### config.mk
export PLATFORM = sky130hd
export DESIGN_NAME = gp_regfile
export DESIGN_NICKNAME = d
export VERILOG_FILES = /design/src/rtl/gp_regfile_pkg.sv /design/src/rtl/gp_regfile_rf_read_port.sv /design/src/rtl/gp_regfile.sv
export SDC_FILE = /design/constraint.sdc
export NUM_CORES = 1
export LEC_CHECK = 0
export CORE_ASPECT_RATIO = 1.25
export CORE_UTILIZATION = 35
export CTS_BUF_LIST = sky130_fd_sc_hd__clkbuf_8
export DETAILED_ROUTE_END_ITERATION = 8
export MAX_ROUTING_LAYER = met4
export PLACE_DENSITY = 0.63
export SETUP_SLACK_MARGIN = 0.4
export SLEW_MARGIN = 40
export SYNTH_ARGS = -nofsm -noshare
export SYNTH_HDL_FRONTEND = slang
export SYNTH_HIERARCHICAL = 1
export SYNTH_SLANG_ARGS = --single-unit
### constraint.sdc
create_clock -name clk -period 4.6 [get_ports clk]
set_input_delay 0.46 -clock clk [delete_from_list [all_inputs] [get_ports clk]]
set_output_delay 0.46 -clock clk [all_outputs]
set_load 0.02 [all_outputs]
### src/rtl/gp_regfile_pkg.sv
// Shared lane / stack-op encodings for the gp_regfile register bank.
package gp_regfile_pkg;

  typedef enum logic [1:0] {
    LANE_NONE = 2'b00,
    LANE_LO   = 2'b01,
    LANE_HI   = 2'b10,
    LANE_FULL = 2'b11
  } lane_e;

  typedef enum logic [1:0] {
    SP_IDLE = 2'b00,
    SP_PUSH = 2'b01,
    SP_RSVD = 2'b10,
    SP_POP  = 2'b11
  } sp_op_e;

  function automatic logic is_half(input logic [1:0] lane);
    return (lane == LANE_HI) || (lane == LANE_LO);
  endfunction

endpackage

### src/rtl/gp_regfile_rf_read_port.sv
// One registered read port: index mux over the flat bank, lane extract, output flop.
module rf_read_port
  import gp_regfile_pkg::*;
#(
  parameter int NREG  = 8,
  parameter int WIDTH = 16,
  parameter int SELW  = $clog2(NREG)
) (
  input  logic                  clk,
  input  logic                  rst,
  input  logic [NREG*WIDTH-1:0] i_regs_flat,
  input  logic [SELW-1:0]       i_sel,
  input  logic [1:0]            i_lane,
  output logic [WIDTH-1:0]      o_data
);

  localparam int HW = WIDTH / 2;

  logic [WIDTH-1:0] w_word;
  logic [WIDTH-1:0] w_fmt;
  logic [WIDTH-1:0] r_data;

  assign w_word = i_regs_flat[i_sel*WIDTH +: WIDTH];

  // Lane formatting; half reads are zero-extended into the low half
  always_comb begin
    w_fmt = '0;
    case (i_lane)
      LANE_FULL: w_fmt = w_word;
      LANE_HI:   w_fmt = {{HW{1'b0}}, w_word[WIDTH-1:HW]};
      LANE_LO:   w_fmt = {{HW{1'b0}}, w_word[HW-1:0]};
      default:   w_fmt = '0;
    endcase
  end

  // Output register
  always_ff @(posedge clk) begin
    if (rst) begin
      r_data <= '0;
    end else begin
      r_data <= w_fmt;
    end
  end

  assign o_data = r_data;

endmodule

### src/rtl/gp_regfile.sv
// Parametrised register bank with byte-lane writes, per-lane arbitration and registered reads.
// Optional macro SP_AUTO_EN enables stack-pointer push/pop on register SP_IDX.
module gp_regfile
  import gp_regfile_pkg::*;
#(
  parameter int               NREG      = 8,
  parameter int               WIDTH     = 16,
  parameter int               NPORT     = 2,
  parameter int               HALF_REGS = 4,
  parameter int               SP_IDX    = 7,
  parameter int               SP_STEP   = 2,
  parameter logic [WIDTH-1:0] SP_INIT   = 16'hFFFE,
  localparam int              SELW      = $clog2(NREG)
) (
  input  logic                   clk,
  input  logic                   rst,
  input  logic [NPORT-1:0]       wr_en,
  input  logic [NPORT*SELW-1:0]  wr_sel,
  input  logic [NPORT*2-1:0]     wr_lane,
  input  logic [NPORT*WIDTH-1:0] wr_data,
  input  logic [NPORT*SELW-1:0]  rd_sel,
  input  logic [NPORT*2-1:0]     rd_lane,
  output logic [NPORT*WIDTH-1:0] rd_data,
  output logic [NREG*WIDTH-1:0]  regs_flat,
  input  logic [1:0]             sp_op,
  output logic                   conflict,
  output logic                   lane_err
);

  localparam int HW = WIDTH / 2;

  logic [WIDTH-1:0] r_regs [NREG];
  logic [WIDTH-1:0] w_next [NREG];
  logic [HW-1:0]    w_hi_d [NREG];
  logic [HW-1:0]    w_lo_d [NREG];
  logic [NREG-1:0]  w_hi_we;
  logic [NREG-1:0]  w_lo_we;
  logic [1:0]       w_lane;
  logic             w_sel_hit;
  logic             w_hit_hi;
  logic             w_hit_lo;
  logic             w_conflict;
  logic             w_lane_err;
  logic             r_conflict;
  logic             r_lane_err;

  // Per-lane arbitration: ascending port scan so the highest index port wins
  always_comb begin
    w_hi_we    = '0;
    w_lo_we    = '0;
    w_conflict = 1'b0;
    w_lane_err = 1'b0;
    w_lane     = 2'b00;
    w_sel_hit  = 1'b0;
    w_hit_hi   = 1'b0;
    w_hit_lo   = 1'b0;
    for (int i = 0; i < NREG; i++) begin
      w_hi_d[i] = '0;
      w_lo_d[i] = '0;
      for (int p = 0; p < NPORT; p++) begin
        w_lane     = wr_lane[p*2 +: 2];
        w_sel_hit  = wr_en[p] && (wr_sel[p*SELW +: SELW] == SELW'(i));
        w_hit_hi   = w_sel_hit && ((w_lane == LANE_FULL) || ((w_lane == LANE_HI) && (i < HALF_REGS)));
        w_hit_lo   = w_sel_hit && ((w_lane == LANE_FULL) || ((w_lane == LANE_LO) && (i < HALF_REGS)));
        w_lane_err = w_lane_err | (w_sel_hit && (i >= HALF_REGS) && is_half(w_lane));
        w_conflict = w_conflict | (w_hit_hi & w_hi_we[i]) | (w_hit_lo & w_lo_we[i]);
        w_hi_d[i]  = !w_hit_hi ? w_hi_d[i] :
                     (w_lane == LANE_FULL) ? wr_data[p*WIDTH+HW +: HW] : wr_data[p*WIDTH +: HW];
        w_lo_d[i]  = w_hit_lo ? wr_data[p*WIDTH +: HW] : w_lo_d[i];
        w_hi_we[i] = w_hi_we[i] | w_hit_hi;
        w_lo_we[i] = w_lo_we[i] | w_hit_lo;
      end
    end
  end

`ifdef SP_AUTO_EN
  logic [WIDTH-1:0] w_sp_adj;

  // Stack adjust, wrapping modulo 2^WIDTH
  always_comb begin
    w_sp_adj = r_regs[SP_IDX];
    case (sp_op)
      SP_PUSH: w_sp_adj = r_regs[SP_IDX] - WIDTH'(SP_STEP);
      SP_POP:  w_sp_adj = r_regs[SP_IDX] + WIDTH'(SP_STEP);
      default: w_sp_adj = r_regs[SP_IDX];
    endcase
  end
`endif

  // Next-state merge; an explicit port write to SP overrides the stack op
  always_comb begin
    for (int i = 0; i < NREG; i++) begin
      w_next[i] = {w_hi_we[i] ? w_hi_d[i] : r_regs[i][WIDTH-1:HW],
                   w_lo_we[i] ? w_lo_d[i] : r_regs[i][HW-1:0]};
    end
`ifdef SP_AUTO_EN
    w_next[SP_IDX] = (w_hi_we[SP_IDX] || w_lo_we[SP_IDX]) ? w_next[SP_IDX] : w_sp_adj;
`endif
  end

  // Register bank and error pulses
  always_ff @(posedge clk) begin
    if (rst) begin
      for (int i = 0; i < NREG; i++) begin
        r_regs[i] <= '0;
      end
`ifdef SP_AUTO_EN
      r_regs[SP_IDX] <= SP_INIT;
`endif
      r_conflict <= 1'b0;
      r_lane_err <= 1'b0;
    end else begin
      for (int i = 0; i < NREG; i++) begin
        r_regs[i] <= w_next[i];
      end
      r_conflict <= w_conflict;
      r_lane_err <= w_lane_err;
    end
  end

  assign conflict = r_conflict;
  assign lane_err = r_lane_err;

  for (genvar g = 0; g < NREG; g++) begin : g_flat
    assign regs_flat[g*WIDTH +: WIDTH] = r_regs[g];
  end

  for (genvar g = 0; g < NPORT; g++) begin : g_rd
    rf_read_port #(
      .NREG  (NREG),
      .WIDTH (WIDTH),
      .SELW  (SELW)
    ) u_rd (
      .clk         (clk),
      .rst         (rst),
      .i_regs_flat (regs_flat),
      .i_sel       (rd_sel[g*SELW +: SELW]),
      .i_lane      (rd_lane[g*2 +: 2]),
      .o_data      (rd_data[g*WIDTH +: WIDTH])
    );
  end

endmodule
==> results.sh, run 1 <==
export IMPL_grt_max_degree=70
export IMPL_reg2reg_from="r_regs[5][0]"
export IMPL_clockBufferDepth=2
export IMPL_cp_arrival_ns=3.18
export IMPL_drt_iter0_drc=756
export IMPL_clk_latency_ns=0.46
export IMPL_clock_fmax_ghz=0.356
export IMPL_fin_cells=1549
export IMPL_reg2reg_to="g_rd[1].u_rd/o_data[0]"
export IMPL_cp_required_ns=4.97
export IMPL_finalHoldViolations=0
export IMPL_grt_pass1_wl_um=54100
export IMPL_clkTransAtPathRegs_ns=0.09
export IMPL_grt_usage_pct=27.1
export IMPL_critPathLaunch="wr_lane[2]"
export IMPL_coreArea_sq_mm=0.0267
export IMPL_yosys_warnings=6
export IMPL_synthesis_area_sq_mm=0.00948
export IMPL_reg2reg_depth=4
export IMPL_final_cell_mix="214 x clkdlybuf4s50_1, 162 x dfxtp_1, 160 x mux2i_1, 151 x nand2_1, 87 x nor2_1"
export IMPL_final_setup_tns_ns=0
export IMPL_gp_congestion=0.904
export IMPL_power_mw=3.26
export IMPL_die_w_um=149
export IMPL_drv_cap=0
export IMPL_r2r_slack_ns=3.06
export IMPL_start_kind="primary input"
export IMPL_avgSynthCellArea_sq_um=9.06
export IMPL_setup_violations_final=0
export IMPL_synth_edf_count=0
export IMPL_synthFlopType="dfxtp_1"
export IMPL_wl_per_cell_um=23.9
export IMPL_dpl_cell_count=1517
export IMPL_cts_root_buf="clkbuf_8"
export IMPL_p_int_mw=2.30
export IMPL_ys_seq_area_share_pct=34.2
export IMPL_power_density_mw_per_mm2=270
export IMPL_clock_skew_ns=0.0161
export IMPL_finalHoldWorstSlack_ns=0.587
export IMPL_dieArea_sq_mm=0.0278
export IMPL_clockPowerShare_pct=36.6
export IMPL_overflow=0
export IMPL_start_util_pct=35.5
export IMPL_portBuffers=217
export IMPL_syn_nets=1110
export IMPL_swShare_pct=29.5
export IMPL_ant_nets=0
export IMPL_power_switching_mw=0.960
export IMPL_rsz0062_at_grt="false"
export IMPL_tightest_slew_ns=0.876
export IMPL_combPwrFrac_pct=17.8
export IMPL_ys_async_sr_fraction_pct=0
export IMPL_die_y_um=186
export IMPL_htree_levels=4
export IMPL_hp_class="flip-flop to flip-flop"
export IMPL_cts_tree="built"
export IMPL_cts_buffers=17
export IMPL_fin_util_pct=45.1
export IMPL_fin_crit_ns=2.81
export IMPL_yosysUniqueCellTypes=48
export IMPL_grt_pass1_vias=8607
export IMPL_drive_gt1_share_pct=8.72
export IMPL_ys_seq_elements=162
export IMPL_cts_resized=0
export IMPL_final_nets=1256
export IMPL_max_slew_margin_rel_pct=41.3
export IMPL_hpwlAfterDp_um=26700
export IMPL_post_cts_setup_buffers=0
export IMPL_place_area_sq_mm=0.0116
export IMPL_drc=0
export IMPL_firstDrtPassIters=6
export IMPL_insertedDiodeCount=0
export IMPL_stdcell_area_sq_mm=0.0121
export IMPL_slew_viol_final=0
export IMPL_vias=9041
export IMPL_wl_um=36900
export IMPL_status="finished clean"
export IMPL_cts_hold_buffers=0
export IMPL_grt_antenna_before_repair=1
export IMPL_area_growth_pct=27.2
export IMPL_setup_slack_ns=1.79
export IMPL_seqPwrFrac_pct=45.6
export IMPL_crit_type="primary input to flip-flop"
export IMPL_leakage_nw=4.03
export IMPL_syn_inst=1046
export IMPL_endpoint_kind="flip-flop"
export IMPL_endpoint="conflict"
export IMPL_crit_fanout=17
export IMPL_io_pins=220
export IMPL_row_count=67
export IMPL_numClockSinks=162
export IMPL_post_place_ws_ns=1.34
export IMPL_vias_per_cell=5.84
export IMPL_vdd_drop_max_mv=0.181
export IMPL_final_common_cell="clkdlybuf4s50_1"
export IMPL_period_share_pct=61.1
## logic make-up after synthesis
logic type / after synthesis / synth area share [%]
flip-flops: 162 / 34.2
AND/OR/NAND/NOR: 302 / 14.8
multiplexers: 192 / 23.0
AO/OA/AOI/OAI: 277 / 20.5
buffers and inverters: 107 / 6.73
adder cells (fa/ha/maj): 6 / 0.792
## cell usage after synthesis (3+ instances only)
| library cell | number | area (sq um) |
|---|---|---|
| nor3_1 | 4 | 20.0 |
| nand2_1 | 151 | 567 |
| nor2b_1 | 9 | 56.3 |
| nor3_4 | 4 | 65.1 |
| nand3_1 | 8 | 40.0 |
| inv_1 | 4 | 15.0 |
| ha_1 | 6 | 75.1 |
| mux4_2 | 4 | 90.1 |
| mux4_1 | 12 | 315 |
| o21ai_1 | 14 | 70.1 |
| or3_1 | 5 | 31.3 |
| a211oi_2 | 12 | 150 |
| o21ai_0 | 4 | 20.0 |
| a22oi_1 | 48 | 360 |
| nor3_2 | 3 | 30.0 |
| a21oi_1 | 64 | 320 |
| a211oi_1 | 52 | 390 |
| dfxtp_1 | 162 | 3240 |
| buf_12 | 4 | 80.1 |
| buf_1 | 11 | 41.3 |
| buf_4 | 8 | 60.1 |
| buf_2 | 29 | 145 |
| nor2_4 | 3 | 33.8 |
| mux2i_1 | 168 | 1680 |
| nand2b_1 | 11 | 68.8 |
| mux2_2 | 8 | 90.1 |
| o211ai_1 | 75 | 563 |
| clkbuf_1 | 38 | 143 |
| nor2_1 | 89 | 334 |
| buf_6 | 11 | 124 |
## critical path, cell delays in order
cell and delay, ns:
clkdlybuf4s50_1 0.51, ha_1 0.59, nor2_1 0.18, or4_1 0.89, nor2b_1 0.22, a2111oi_0 0.09
a31oi_1 0.23
## power by group through the flow
| stage | clock network (mW) | logic (mW) | registers [mW] |
|---|---|---|---|
| floorplan | 0 | 0.293 | 1.55 |
| global placement | 0 | 0.558 | 1.52 |
| detailed placement | 0 | 0.567 | 1.52 |
| CTS | 1.20 | 0.568 | 1.48 |
| global route | 1.25 | 0.606 | 1.49 |
| finish | 1.19 | 0.579 | 1.48 |
## worst min-delay path by stage
| stage | startpoint | end | slack, ns | cells after the start |
|---|---|---|---|---|
| after CTS | r_regs[5][3] | r_regs[5][3] | 0.59 | 2 |
| after floorplan | r_regs[1][6] | r_regs[1][6] | 0.63 | 2 |
| after global routing | r_regs[5][3] | r_regs[5][3] | 0.61 | 2 |
| after global placement | r_regs[5][3] | r_regs[5][3] | 0.56 | 2 |
| final | r_regs[1][4] | r_regs[1][4] | 0.59 | 2 |
| after detailed placement | r_regs[5][3] | r_regs[5][3] | 0.57 | 2 |
## flip-flops by register name, indices dropped and copies added (netlist names)
signal            cells
conflict              1
lane_err              1
g_rd.u_rd/o_data     32
r_regs              128
## per-layer routing
layer  up-vias  GRT usage (%)  share of wire, %  routed length (um)
met4         0           12.7               4.5                1670
met3        82           3.38               6.6                2440
met1      4399           33.5                41               15200
met2       432           43.9                48               17700
li1       4128              -                 -                   -
met5         -              -                 0                   0
## final cells by class
| cell class | instances | area (sq um) |
|---|---|---|
| inverter | 4 | 15.0 |
| sequential | 162 | 3240 |
| clock inverter | 12 | 181 |
| fill | 2591 | 14700 |
| multi-input combinational | 777 | 5660 |
| clock buffer | 19 | 262 |
| timing repair buffer | 230 | 2270 |
| tap | 345 | 432 |
(Power assumes the default switching activity.)
==> run 2, diff against run 1 <==
clock period = 2.95 ns   (was 4.6 ns; I/O delays follow)
==> run 2 against run 1 <==
- final cell count increased by 3.2%
- clock skew grew 0.0029 ns
- clock power rose by 28%
- critical path type unchanged
- combinational power increased by 63%
- largest cell class unchanged
- routed wire length is 0.61% higher
==> results.sh, run 2 (synthesis gave the netlist of run 1 again) <==
export IMPL_cts_hold_buffers=0
export IMPL_io_pins=220
export IMPL_wl_um=37200
export IMPL_critPathSlowestCell="clkdlybuf4s50_1"
export IMPL_vdd_drop_max_mv=0.297
export IMPL_crit_type="primary input to flip-flop"
export IMPL_area_growth_pct=30.1
export IMPL_drv_cap=0
export IMPL_dieArea_sq_mm=0.0278
export IMPL_insertedDiodeCount=0
export IMPL_cts_root_buf="clkbuf_8"
export IMPL_grt_pass1_wl_um=54500
export IMPL_leakage_nw=4.23
export IMPL_setup_violations_final=0
export IMPL_largest_reg_flops=128
export IMPL_max_slew_margin_rel_pct=50.1
export IMPL_start_kind="primary input"
export IMPL_power_density_mw_per_mm2=387
export IMPL_overflow=0
export IMPL_clkTransAtPathRegs_ns=0.11
export IMPL_cp_arrival_ns=2.35
export IMPL_htree_levels=4
export IMPL_vias=9253
export IMPL_status="finished clean"
export IMPL_multi_input_area_sq_mm=0.00561
export IMPL_ant_nets=0
export IMPL_fin_crit_ns=2.02
export IMPL_rsz0062_at_grt="false"
export IMPL_fillers=2595
export IMPL_cp_required_ns=3.28
export IMPL_hpwlAfterDp_um=27500
export IMPL_clockBufferDepth=2
export IMPL_drive_gt1_share_pct=11.2
export IMPL_cts_tree="built"
export IMPL_cts_buffers=17
export IMPL_gp_congestion=0.897
export IMPL_grt_antenna_before_repair=0
export IMPL_crit_family="buffers and inverters"
export IMPL_vias_per_cell=5.79
export IMPL_clock_skew_ns=0.0190
export IMPL_endpoint_kind="flip-flop"
export IMPL_hp_class="primary input to flip-flop"
export IMPL_final_cell_mix="214 x clkdlybuf4s50_1, 168 x mux2i_1, 162 x dfxtp_1, 151 x nand2_1, 89 x nor2_1"
export IMPL_period_share_pct=68.6
export IMPL_wl_per_cell_um=23.2
export IMPL_final_common_cell="clkdlybuf4s50_1"
export IMPL_crit_fanout=11
export IMPL_register_area_sq_mm=0.00324
export IMPL_final_setup_tns_ns=0
export IMPL_final_nets=1305
export IMPL_row_count=67
export IMPL_die_y_um=186
export IMPL_portBuffers=217
export IMPL_clk_latency_ns=0.48
export IMPL_numClockSinks=162
export IMPL_finalHoldViolations=0
export IMPL_path_buf_inv=2
export IMPL_die_w_um=149
export IMPL_firstDrtPassIters=6
export IMPL_grt_max_degree=50
export IMPL_regMostFlops="r_regs"
export IMPL_drc=0
export IMPL_coreArea_sq_mm=0.0267
export IMPL_cp_common_cell="nand2_1"
export IMPL_start_util_pct=35.5
export IMPL_clock_fmax_ghz=0.494
export IMPL_grt_usage_pct=27.4
export IMPL_tightest_slew_ns=0.748
export IMPL_critical_path_cell_chain="clkdlybuf4s50_1 > ha_1 > nand2_1 > nor3_4 > buf_4 > nand2_1 > o211ai_1 > a21oi_1"
export IMPL_slowest_delay_ns=0.51
export IMPL_slew_viol_final=0
export IMPL_cts_resized=0
export IMPL_drt_iter0_drc=790
export IMPL_post_cts_setup_buffers=0
export IMPL_dpl_cell_count=1567
export IMPL_fin_cells=1599
export IMPL_grt_pass1_vias=8741
-- run 2: cell types whose count changed in the layout (fill, tap and decap cells not counted), moves of 4 or more --
cell and change:
mux2i_1 +8, mux2i_2 -8, bufinv_16 -4, clkinvlp_4 +4
buf_12 +5, buf_4 +46
-- run 2: metrics by stage --
| step | hold slack, ns | cell area (sq um) | util (%) | setup WS, ns | total power [mW] |
|---|---|---|---|---|---|
| after floorplan | 0.525 | 9480 | - | 1.20 | 2.88 |
| after global placement | 0.563 | 12000 | 44.9 | 0.493 | 3.28 |
| after detailed placement | 0.573 | 12000 | 44.9 | 0.439 | 3.29 |
| after CTS | 0.267 | 12300 | 46.1 | 0.942 | 4.78 |
| after global routing | 0.281 | 12300 | 46.1 | 0.821 | 4.93 |
| final | 0.288 | 12300 | 46.1 | 0.927 | 4.78 |
-- run 2: final timing paths --
path                                   start                     end  slack [ns]  depth (start not counted)
worst max-delay path              wr_lane[0]           r_regs[4][15]        0.93                          8
worst min-delay path                     rst            r_regs[1][8]        0.29                          2
worst max register to register  r_regs[1][1]  g_rd[1].u_rd/o_data[1]        1.40                          3
worst min register to register  r_regs[4][0]            r_regs[4][0]        0.59                          2
-- run 2: per-layer routing --
| metal | vias up | part of all wire [%] | wire (um) | global-route usage, % |
|---|---|---|---|---|
| li1 | 4242 | - | - | - |
| met1 | 4430 | 41 | 15100 | 33.0 |
| met2 | 480 | 48 | 18000 | 44.6 |
| met3 | 101 | 6.4 | 2380 | 4.02 |
| met4 | 0 | 4.6 | 1730 | 13.5 |
| met5 | - | 0 | 0 | - |
-- run 2: final cells by class --
| class | instances | area share [%] |
|---|---|---|
| clock buffers | 17 | 1.90 |
| repair buffers | 279 | 21.8 |
| multi-input cells | 777 | 45.5 |
| clock inverters | 15 | 0.892 |
| well taps | 345 | 3.50 |
| flip-flops and latches | 162 | 26.3 |
| inverters | 4 | 0.122 |
-- run 2: where the power goes --
| part | internal [mW] | leakage [nW] | switching [mW] | total (mW) |
|---|---|---|---|---|
| combinational | 0.391 | 2.75 | 0.549 | 0.941 |
| sequential | 2.25 | 1.31 | 0.0672 | 2.32 |
| clock | 0.587 | 0.169 | 0.932 | 1.52 |
==> RTL change 1, RTL diff (flow settings as in run 2) <==
`NREG` is set to 8 in 2 places; all go to 16.
--- a/src/rtl/gp_regfile_rf_read_port.sv
+++ b/src/rtl/gp_regfile_rf_read_port.sv
@@ -4,3 +4,3 @@
 #(
-  parameter int NREG  = 8,
+  parameter int NREG  = 16,
   parameter int WIDTH = 16,
--- a/src/rtl/gp_regfile.sv
+++ b/src/rtl/gp_regfile.sv
@@ -5,3 +5,3 @@
 #(
-  parameter int               NREG      = 8,
+  parameter int               NREG      = 16,
   parameter int               WIDTH     = 16,
Ports: changed (resized rd_sel, regs_flat and wr_sel); port bits go from 220 to 352. No check against the original RTL was run, so the function may have changed too.
==> RTL change 1 against run 2 <==
Setup slack lost 0.21 ns; sequential cell count grew 128; sequential power grew 74%; worst hold slack lost 0.24 ns; design area grew 81%; die area grew 77%; power grew 95%; register-to-register slack lost 0.30 ns; maximum frequency shrank 9.4%; synthesized area grew 78%; routed wire length grew 110%; critical path type unchanged.
==> RTL change 1: results (changes against run 2) <==
| Metric | Value |
|---|---|
| Status | `completed` |
| Static leakage | `7.18 nW (+70%)` |
| Non-clock buffer count | `461 (+65%)` |
| Compound-cell area share of the yosys netlist | `0.201 (-0.00426)` |
| Cell variety after synth | `53 (+10%)` |
| Avg Inst Size Synth | `9.47 um^2 (+4.4%)` |
| Comb_multi_in | `1,289 (+66%)` |
| CTS max path bufs | `3 (+1)` |
| Drt total wl | `79.4 mm (+110%)` |
| Worst-Skew Late Latency | `0.63 ns (+0.15 ns)` |
| Xor/xnor share of the synthesized area | `0.00104 (+0.00104)` |
| Routed vias/inst | `6.10 (+5.4%)` |
| Pre-CTS setup slack | `0.0364 ns (-0.402 ns)` |
| Sequential power | `4.03 mW (+74%)` |
| Max FFs per register | `256 (+100%)` |
| Max rail drop VDD | `305 uV (+2.4%)` |
| Largest cells by area after synthesis | `dfxtp_1 34%, mux4_2 15%, mux2i_1 8.7%` |
| Sink Count | `290 (+79%)` |
| Clk_skew | `0.0177 ns (-0.00131 ns)` |
| Slowest cell delay on critical path | `0.57 ns (+0.06 ns)` |
| Non-CTS inverters | `6 (+2)` |
| Register area share after synthesis | `0.344 (+0.00212)` |
| Sequential cell area | `0.00581 mm^2 (+79%)` |
| Multiplexer share of the synthesized area | `0.266 (+0.0359)` |
| Vias in the first global route | `16,300 (+86%)` |
| H-tree depth | `2 (-2)` |
| Layout cells sized above 1 | `0.168 (+0.0568)` |
| Tightest Pin Transition | `0.915 ns (+0.167 ns)` |
| Clock share of power | `0.444 (+0.126)` |
| Reg clk slew, reported paths | `0.06 ns (-0.05 ns)` |
| Final net count | `2,169 (+66%)` |
| First-pass GRT wire length | `114 mm (+110%)` |
| Filler cells | `4,483 (+73%)` |
| Internal | `6.66 mW (+110%)` |
| DPL Wire Length | `59.0 mm (+110%)` |
| Post-placement cell area | `0.0212 mm^2 (+77%)` |
[RTL change 1: path summary, 6_finish.rpt]
path	start	end	slack [ns]	cells past startpoint
setup / recovery	wr_lane[1]	r_regs[8][0]	0.72	7
hold / removal	rst	r_regs[8][14]	0.05	2
setup reg to reg	r_regs[3][15]	g_rd[0].u_rd/o_data[7]	1.10	4
hold reg to reg	r_regs[0][8]	r_regs[0][8]	0.50	2
[RTL change 1: worst max-delay path, delay by kind of cell]
kind | cells | cell delay, ns
compound gates | 1 | 0.29
fa+ha+maj | 1 | 0.38
buf+inv | 2 | 0.88
mux | 1 | 0.10
simple gates | 2 | 0.80
[RTL change 1: metal layers]
layer  vias to the layer above  wire [um]  part of all wire  track usage
met5                         -          0                 0            -
met2                      1050      37800              0.48        0.532
met4                         0       5580             0.070        0.201
met3                       224       6370             0.080       0.0357
li1                       7341          -                 -            -
met1                      8335      29700              0.37        0.399
==> RTL change 2, RTL diff (flow settings as in run 2) <==
Made on the original files. Add an input register stage for `wr_en`, `wr_sel`, `wr_lane`, `wr_data`, `rd_sel` and `rd_lane`, cleared by the reset; this delays them by one clock. The other inputs are not delayed to match.
--- a/src/rtl/gp_regfile.sv
+++ b/src/rtl/gp_regfile.sv
@@ -31,2 +31,27 @@
 
+  logic [NPORT-1:0] wr_en_q;
+  logic [NPORT*SELW-1:0] wr_sel_q;
+  logic [NPORT*2-1:0] wr_lane_q;
+  logic [NPORT*WIDTH-1:0] wr_data_q;
+  logic [NPORT*SELW-1:0] rd_sel_q;
+  logic [NPORT*2-1:0] rd_lane_q;
+
+  always_ff @(posedge clk) begin
+    if (rst) begin
+      wr_en_q   <= '0;
+      wr_sel_q  <= '0;
+      wr_lane_q <= '0;
+      wr_data_q <= '0;
+      rd_sel_q  <= '0;
+      rd_lane_q <= '0;
+    end else begin
+      wr_en_q   <= wr_en;
+      wr_sel_q  <= wr_sel;
+      wr_lane_q <= wr_lane;
+      wr_data_q <= wr_data;
+      rd_sel_q  <= rd_sel;
+      rd_lane_q <= rd_lane;
+    end
+  end
+
   logic [WIDTH-1:0] r_regs [NREG];
@@ -60,4 +85,4 @@
       for (int p = 0; p < NPORT; p++) begin
-        w_lane     = wr_lane[p*2 +: 2];
-        w_sel_hit  = wr_en[p] && (wr_sel[p*SELW +: SELW] == SELW'(i));
+        w_lane     = wr_lane_q[p*2 +: 2];
+        w_sel_hit  = wr_en_q[p] && (wr_sel_q[p*SELW +: SELW] == SELW'(i));
         w_hit_hi   = w_sel_hit && ((w_lane == LANE_FULL) || ((w_lane == LANE_HI) && (i < HALF_REGS)));
@@ -67,4 +92,4 @@
         w_hi_d[i]  = !w_hit_hi ? w_hi_d[i] :
-                     (w_lane == LANE_FULL) ? wr_data[p*WIDTH+HW +: HW] : wr_data[p*WIDTH +: HW];
-        w_lo_d[i]  = w_hit_lo ? wr_data[p*WIDTH +: HW] : w_lo_d[i];
+                     (w_lane == LANE_FULL) ? wr_data_q[p*WIDTH+HW +: HW] : wr_data_q[p*WIDTH +: HW];
+        w_lo_d[i]  = w_hit_lo ? wr_data_q[p*WIDTH +: HW] : w_lo_d[i];
         w_hi_we[i] = w_hi_we[i] | w_hit_hi;
@@ -136,4 +161,4 @@
       .i_regs_flat (regs_flat),
-      .i_sel       (rd_sel[g*SELW +: SELW]),
-      .i_lane      (rd_lane[g*2 +: 2]),
+      .i_sel       (rd_sel_q[g*SELW +: SELW]),
+      .i_lane      (rd_lane_q[g*2 +: 2]),
       .o_data      (rd_data[g*WIDTH +: WIDTH])
Function: changed (a bounded check fails within 4 cycles, from zero or initial values and one cycle with rst high).
==> RTL change 2 against run 2 <==
Setup slack lost 0.33 ns; routed wire length up 14%; largest cell class unchanged; combinational power is 35% lower; sequential cell count up 54; first-iteration DRC count is 15% higher; maximum frequency is 14% lower; critical path depth decreased by 3; synthesized area grew 15%; power up 39%; worst hold slack got worse by 0.10 ns; critical endpoint is now r_regs[0][6]; design area up 14%; die area increased by 15%; critical path type is now flop to flop.
==> RTL change 2: results (changes against run 2) <==
| Metric | Value |
|---|---|
| Reg2reg end | `r_regs[0][6]` |
| Largest net degree at the start of global routing | `112 (+120%)` |
| Final Hold Slack | `0.183 ns (-0.105 ns)` |
| Syn_nets | `1,238 (+12%)` |
| Reg clk slew, reported paths | `0.06 ns (-0.05 ns)` |
| 1st-iter DRT viols | `905 (+15%)` |
| Drt wl/cell | `23.9 um (+2.6%)` |
| Hold depth | `2 (unchanged)` |
| Post_cts resized | `0 (unchanged)` |
| Hold_sp | `rst` |
| Most Used Layer, Global Route | `met2` |
| Cell variety after synth | `50 (+4.2%)` |
| Diode count | `0 (unchanged)` |
| Post-CTS setup buffer count | `0 (unchanged)` |
| Post-synth top cells | `216 x dfxtp_1, 172 x mux2i_1, 107 x nor2_1, 88 x nand2_1, 68 x a211oi_1` |
| Flop2flop setup slack | `0.60 ns (-0.80 ns)` |
| Slew margin rel. | `0.466 (-0.0346)` |
| Static leakage | `4.65 nW (+10%)` |
| DPL Wire Length | `30.4 mm (+10%)` |
| Clock root buffer | `clkbuf_8` |
| Clk_skew | `0.0284 ns (+0.00935 ns)` |
| GRT met3 Usage | `0.0488 (+0.00858)` |
| FF-to-FF Start | `wr_lane_q[2]` |
| Total CTS buffers | `37 (+20)` |
| WHS Endpoint | `rd_lane_q[0]` |
| YS warnings | `6 (unchanged)` |
| Via count | `10,200 (+10%)` |
| P_sw | `1.74 mW (+12%)` |
| GRT met1 Usage | `0.324 (-0.00634)` |
| Met2 Use GR | `0.435 (-0.0102)` |
| Reg with most FFs | `r_regs` |
| Crit-path max FO | `16 (+5)` |
| Initial antenna violation count | `0 (unchanged)` |
| Port buffer count | `217 (unchanged)` |
| Asr flop ratio synth | `0 (unchanged)` |
| First-pass GRT wire length | `62.1 mm (+14%)` |
| Max rail drop VDD | `268 uV (-9.7%)` |
| CTS max path bufs | `3 (+1)` |
| Worst-Skew Late Latency | `0.57 ns (+0.09 ns)` |
| Register area share after synthesis | `0.397 (+0.0547)` |
| Status | `completed` |
| Total track usage | `0.269 (-0.00465)` |
| Class of the worst hold path | `input pin to flop` |
| Routability Congestion | `0.942 (+5.0%)` |
| Vias in the first global route | `9,807 (+12%)` |
| H-tree depth | `2 (-2)` |
| Largest cells by area after synthesis | `dfxtp_1 40%, mux2i_1 16%, a211oi_1 4.7%` |
| Final net count | `1,408 (+7.9%)` |
| Crit path DAT | `2.74 ns (+0.39 ns)` |
| Max FFs per register | `128 (unchanged)` |
| Register-to-Register Path Depth | `5 (+2)` |
| Layout cells sized above 1 | `0.0870 (-0.0247)` |
| 1st-pass router iterations | `6 (unchanged)` |
RTL change 2: changes by cell type after synthesis, sizes merged, moves of 13 or more:
cell    delta
a21oi     -13
clkbuf    +20
dfxtp     +54
nand2     -63
nand3     +48
nor2      +19
nor2b     +51
o211ai    -13
RTL change 2: through the flow:
stage	cell area [um^2]	setup WS, ns	power [mW]	utilization	instances
2_1_floorplan	10900	1.12	3.48	-	1174
3_3_place_gp	13200	0.659	3.75	0.435	1706
3_5_place_dp	13200	0.640	3.76	0.436	1706
4_1_cts	14000	0.635	6.69	0.461	1769
5_1_grt	14000	0.448	6.87	0.461	1769
6_report	14000	0.601	6.65	0.461	1769
RTL change 2: metal layers:
metal | wire, um | vias up
met2 | 19700 | 547
met4 | 2010 | 0
met3 | 3510 | 112
li1 | - | 4608
met5 | 0 | -
met1 | 17000 | 4925
RTL change 2: kinds of logic (layout without fill, tap and decap cells):
group | count (synthesis) | in the layout | synth area share
simple gates | 367 | 367 | 0.163
fa+ha+maj | 6 | 6 | 0.00689
mux | 196 | 196 | 0.203
flops | 216 | 216 | 0.397
compound gates | 266 | 266 | 0.169
buf+inv | 123 | 317 | 0.0610
RTL change 2: how the worst max path moves through the flow:
stage	endpoint	slack, ns	from	cells after the start
finish	r_regs[0][6]	0.60	wr_lane_q[2]	5
detailed placement	conflict	0.64	wr_lane_q[2]	5
global placement	conflict	0.66	wr_sel_q[0]	4
floorplan	conflict	1.12	wr_lane_q[0]	6
CTS	r_regs[0][4]	0.64	wr_lane_q[2]	5
global route	conflict	0.45	wr_lane_q[2]	5
RTL change 2: layout make-up:
type / instances / area [um^2]
fillers: 3004 / 16400
flip-flops and latches: 216 / 4330
multi-input cells: 835 / 5920
repair buffers: 248 / 2460
clock inverters: 17 / 151
clock buffers: 46 / 633
inverters: 6 / 22.5
well taps: 401 / 502
RTL change 2: power by group through the flow:
stage | logic, mW | registers [mW] | clock network [mW]
after floorplan | 0.378 | 3.10 | 0
after global placement | 0.595 | 3.16 | 0
after detailed placement | 0.600 | 3.16 | 0
after CTS | 0.601 | 3.10 | 2.99
after global routing | 0.640 | 3.11 | 3.12
final | 0.608 | 3.10 | 2.94
RTL change 2: worst max-delay path: stages (launching register included):
cell	delay [ns]
dfxtp_1	0.35
ha_1	0.59
nor2_1	0.22
or3_1	0.74
nor2_1	0.21
a211oi_1	0.07
